$ cat src/rtl/ecp3_clkdiv_pkg.sv
// Shared definitions for the ECP3 clock-divider alignment cells:
// FSM encoding, counter widths and parameter legality checks.
package ecp3_clkdiv_pkg;

    localparam int PHASE_W = 3;
    localparam int LOCK_W  = 4;

    typedef enum logic [1:0] {
        IDLE = 2'd0,
        SLIP = 2'd1,
        LOCK = 2'd2
    } state_t;

    function automatic bit is_legal_div(input int div);
        return (div == 2) || (div == 4) || (div == 8);
    endfunction

    function automatic bit is_legal_lockout(input int lockout);
        return (lockout >= 1) && (lockout <= 15);
    endfunction

endpackage

$ cat src/rtl/rise_det.sv
// CE-qualified registered rising-edge detector. The history register only
// advances on enabled cycles, so a level held across a CE gap still counts.
module rise_det (
    input  logic CLK,
    input  logic RSTN,
    input  logic CE,
    input  logic D,
    output logic RISE
);

    logic d_q;

    always_ff @(posedge CLK) begin
        if (!RSTN) begin
            d_q <= 1'b0;
        end else if (CE) begin
            d_q <= D;
        end
    end

    assign RISE = CE & D & ~d_q;

endmodule

$ cat src/rtl/clkdiv_align.sv
// Divided clock-enable generator with ALIGNWD phase slip and lockout window.
// STATE is a debug view of the slip FSM; all outputs decode registers only.
module clkdiv_align
    import ecp3_clkdiv_pkg::*;
#(
    parameter int DIV     = 4,
    parameter int LOCKOUT = 4
) (
    input  logic               CLK,
    input  logic               RSTN,
    input  logic               CE,
    input  logic               ALIGNWD,
    output logic               CDIVE,
    output logic [PHASE_W-1:0] PHASE,
    output logic               SLIPPED,
    output logic               BUSY,
    output state_t             STATE
);

    generate
        if (!is_legal_div(DIV)) begin : g_bad_div
            $error("clkdiv_align: DIV must be 2, 4 or 8");
        end
        if (!is_legal_lockout(LOCKOUT)) begin : g_bad_lockout
            $error("clkdiv_align: LOCKOUT must be in 1..15");
        end
    endgenerate

    localparam logic [PHASE_W-1:0] PHASE_MAX = PHASE_W'(DIV - 1);
    localparam logic [LOCK_W-1:0]  LOCK_LOAD = LOCK_W'(LOCKOUT - 1);

    logic               rise;
    state_t             state_q;
    logic [PHASE_W-1:0] phase_q;
    logic [PHASE_W-1:0] phase_inc;
    logic [LOCK_W-1:0]  lock_cnt_q;

    rise_det u_rise_det (
        .CLK  (CLK),
        .RSTN (RSTN),
        .CE   (CE),
        .D    (ALIGNWD),
        .RISE (rise)
    );

    assign phase_inc = (phase_q == PHASE_MAX) ? '0 : phase_q + PHASE_W'(1);

    // The only cycle the phase counter does not advance while enabled is the
    // edge that accepts a slip; that missing increment is the slip itself.
    always_ff @(posedge CLK) begin
        if (!RSTN) begin
            state_q    <= IDLE;
            phase_q    <= '0;
            lock_cnt_q <= '0;
        end else if (CE) begin
            case (state_q)
                IDLE: begin
                    if (rise) begin
                        state_q <= SLIP;
                    end else begin
                        phase_q <= phase_inc;
                    end
                end
                SLIP: begin
                    phase_q    <= phase_inc;
                    lock_cnt_q <= LOCK_LOAD;
                    state_q    <= LOCK;
                end
                LOCK: begin
                    phase_q <= phase_inc;
                    if (lock_cnt_q == '0) begin
                        state_q <= IDLE;
                    end else begin
                        lock_cnt_q <= lock_cnt_q - LOCK_W'(1);
                    end
                end
                default: begin
                    state_q <= IDLE;
                end
            endcase
        end
    end

    assign CDIVE   = (phase_q == PHASE_MAX);
    assign PHASE   = phase_q;
    assign SLIPPED = (state_q == SLIP);
    assign BUSY    = (state_q != IDLE);
    assign STATE   = state_q;

    phase_in_range: assert property (@(posedge CLK) disable iff (!RSTN) phase_q <= PHASE_MAX);

endmodule

$ cat config.mk
export PLATFORM = sky130hd
export DESIGN_NAME = clkdiv_align
export DESIGN_NICKNAME = d
export VERILOG_FILES = /design/src/rtl/ecp3_clkdiv_pkg.sv /design/src/rtl/rise_det.sv /design/src/rtl/clkdiv_align.sv
export SDC_FILE = /design/constraint.sdc
export NUM_CORES = 1
export LEC_CHECK = 0
export ABC_AREA = 1
export ABC_CLOCK_PERIOD_IN_PS = 2040
export BUFFER_PORTS_ARGS = -buffer_cell sky130_fd_sc_hd__buf_2
export CORE_UTILIZATION = 45
export DETAILED_ROUTE_END_ITERATION = 10
export PLACE_DENSITY_LB_ADDON = 0.1
export RECOVER_POWER = 50
export SYNTH_ARGS = -nofsm -noshare
export SYNTH_HDL_FRONTEND = slang
export SYNTH_SLANG_ARGS = --single-unit
$ cat constraint.sdc
create_clock -name CLK -period 2.04 [get_ports CLK]
set_clock_uncertainty 0.1 [all_clocks]
set_input_delay 0.306 -clock CLK [delete_from_list [all_inputs] [get_ports CLK]]
set_output_delay 0.306 -clock CLK [all_outputs]
set_load 0.02 [all_outputs]
==> flow_summary.json <==
{
  "status": "finished, final reports clean",
  "clock_path_buffers": 2,
  "cts_buffers": 3,
  "min_period_ns": 1.614,
  "finalNetCount": 113,
  "area_delta_synth_final_pct": 10.69,
  "leakage_nw": 0.3506,
  "clock_latency_ns": 0.26,
  "netlist_area_um2": 631.9,
  "cp_slowest_cell": "dfxtp_1",
  "intPower_mw": 0.4062,
  "chipWidth_um": 39.47,
  "cts-root-buf": "clkbuf_4",
  "dpl.hpwl_um": 891,
  "reg2reg_from": "STATE[0]$_SDFFE_PN0P_",
  "crit_chain": "inv_1 -> ha_1 -> inv_1 -> buf_2",
  "totalPowerFinal_mw": 0.6225,
  "power.density_mw_per_mm2": 890.0,
  "r2r_cells": 7,
  "min_from": "ALIGNWD",
  "overflow": 0,
  "start_util_pct": 48.56,
  "cpLargestDelayFamily": "flip-flops",
  "crit_required_ns": 1.63,
  "rr_endpoint": "lock_cnt_q[1]$_SDFFE_PN0P_",
  "grt_max_degree": 13,
  "crit_path_frequent_cell": "inv_1",
  "grtUsageTotal_pct": 16.98,
  "max_freq_ghz": 0.6196,
  "ys_types": 17,
  "cts_max_level": 1,
  "dr.pass1.iters": 4,
  "path_clk_slew_ns": 0.07,
  "yosysSeqAreaShare_pct": 31.68,
  "yosys_warnings": 0,
  "critical-path-max-stage-delay_ns": 0.37,
  "grt_pass1_wl_um": 1745,
  "setup_tns_ns": 0,
  "drc": 0,
  "hold_violations": 0,
  "cap_violations": 0,
  "diodes": 0,
  "end_kind": "output port",
  "synth.ff_latch_count": 10,
  "numPortBuffers": 11,
  "arrival_ns": 1.21,
  "synth_cells": 88,
  "cts_setup_buffers": 0,
  "crit_fanout": 4,
  "path_buf_inv": 3,
  "finalSetupViolCount": 0,
  "drive_above_1_share_pct": 11.88,
  "whs_path_depth": 3,
  "postCtsHoldBufs": 0,
  "switching_share_pct": 34.74,
  "ioPinCount": 12,
  "drv_slew": 0,
  "grt_pass1_vias": 431,
  "comb_power_share_pct": 33.8,
  "antenna_found_initial": 0,
  "die_area_mm2": 0.001558,
  "min_to": "u_rise_det.d_q$_SDFFE_PN0P_",
  "place.gp.congestion": 0.6767,
  "row_count": 13,
  "hold_class": "input pin to flop",
  "core_area_mm2": 0.001301,
  "critPathKind": "flop to output port",
  "irDropWorstVdd_mv": 0.4105,
  "start_kind": "flop",
  "cts_tree": "done",
  "seq_power_share_pct": 37.4,
  "finalWirelength_um": 1133,
  "r2r_slack_ns": 0.49,
  "rsz0062_at_grt": "false",
  "power_switching_mw": 0.2163,
  "avgSynthCellArea_um2": 7.180,
  "tightest_slew_ns": 0.4814,
  "via_count": 543,
  "cts_resized": 0,
  "clock-sinks": 10,
  "power_frac_clock_pct": 28.8,
  "syn_nets": 99,
  "postRouteAntennaNets": 0,
  "via_per_inst": 4.681,
  "drt-initial-drc-count": 7,
  "die_y_um": 39.47,
  "routedWlPerCell_um": 9.767,
  "fin_crit_sh_pct": 79.11,
  "max_slew_margin_pct": 67.90
}
## synthesized netlist by cell type
library cell / n / area share (%)
a21oi_1: 4 / 3.2
buf_4: 1 / 1.2
clkbuf_2: 1 / 0.79
dfxtp_1: 10 / 32
ha_1: 7 / 14
inv_1: 13 / 7.7
mux2i_1: 1 / 1.6
nand2_1: 20 / 12
nand2_2: 1 / 0.99
nand3_1: 4 / 3.2
nand3_2: 2 / 3.2
nand3_4: 1 / 2.8
nand4_1: 5 / 5.0
nor2_1: 14 / 8.3
o21ai_0: 1 / 0.79
o21bai_1: 1 / 1.2
or2_4: 2 / 2.8
## per-layer routing
layer / GRT usage (%) / up-vias / wire (µm)
li1: - / 307 / -
met1: 23.97 / 228 / 602
met2: 22.95 / 6 / 492
met3: 3.409 / 2 / 30
met4: 10.34 / 0 / 6
met5: 0 / - / 0
## cell type report
cell class                      instances  area, µm²
Fill cell                             144      601.8
Multi-Input combinational cell         63      347.8
Sequential cell                        10      200.2
Inverter                               13      48.80
Timing Repair Buffer                   11      47.55
Clock buffer                            4      36.28
Tap cell                               15      18.77
## state kept, by name, indices dropped and copies added (netlist names)
name / flops
PHASE: 3
STATE: 2
u_rise_det.d_q: 1
lock_cnt_q: 4
## cells in the final DEF, fill, tap and decap left out, drive strengths merged, types with 2 or more instances in the layout
cell type,instances
nand4,5
or2,2
inv,13
nand2,21
nand3,7
dfxtp,10
buf,5
ha,7
nor2,14
clkbuf,10
a21oi,4
## power groups by stage
stage                     sequential, mW  combinational [mW]  clock (mW)
after global routing               0.236               0.246       0.193
final                              0.233               0.210       0.180
after global placement             0.237               0.224           0
after CTS                          0.233               0.227       0.186
after detailed placement           0.238               0.226           0
after floorplan                    0.248               0.168           0
## worst max-delay path by stage
| stage | cells after the start | endpoint | from |
|---|---|---|---|
| 4_1_cts | 4 | BUSY | STATE[0]$_SDFFE_PN0P_ |
| 6_report | 4 | BUSY | STATE[0]$_SDFFE_PN0P_ |
| 3_3_place_gp | 7 | lock_cnt_q[1]$_SDFFE_PN0P_ | STATE[0]$_SDFFE_PN0P_ |
| 2_1_floorplan | 7 | lock_cnt_q[1]$_SDFFE_PN0P_ | STATE[1]$_SDFFE_PN0P_ |
| 3_5_place_dp | 7 | lock_cnt_q[3]$_SDFFE_PN0P_ | STATE[0]$_SDFFE_PN0P_ |
| 5_1_grt | 4 | CDIVE | PHASE[0]$_SDFFE_PN0P_ |
## tightest hold or removal path, cell delays in order
cell	delay (ns)
buf_2	0.10
mux2i_1	0.06
nor2_1	0.08
## kinds of logic (layout without fill, tap and decap cells)
family	after synthesis	count (layout)	synth area share, %
adder cells (fa/ha/maj)	7	7	13.86
flip-flops	10	10	31.68
multiplexers	1	1	1.584
AO/OA/AOI/OAI	6	6	5.148
buffers and inverters	15	28	9.703
AND/OR/NAND/NOR	49	49	38.02
## through the flow
step	setup WS, ns	std cells	hold WS, ns	util (%)	area [µm²]
6_report	0.4261	116	0.2101	53.75	699.4
5_1_grt	0.3292	116	0.2243	53.75	699.4
4_1_cts	0.4100	116	0.2140	56.06	729.5
3_5_place_dp	0.5800	112	0.3874	53.27	693.2
3_3_place_gp	0.5869	112	0.3804	53.27	693.2
2_1_floorplan	0.4703	88	0.3532	-	631.9
Power figures use the tool's default switching activity.
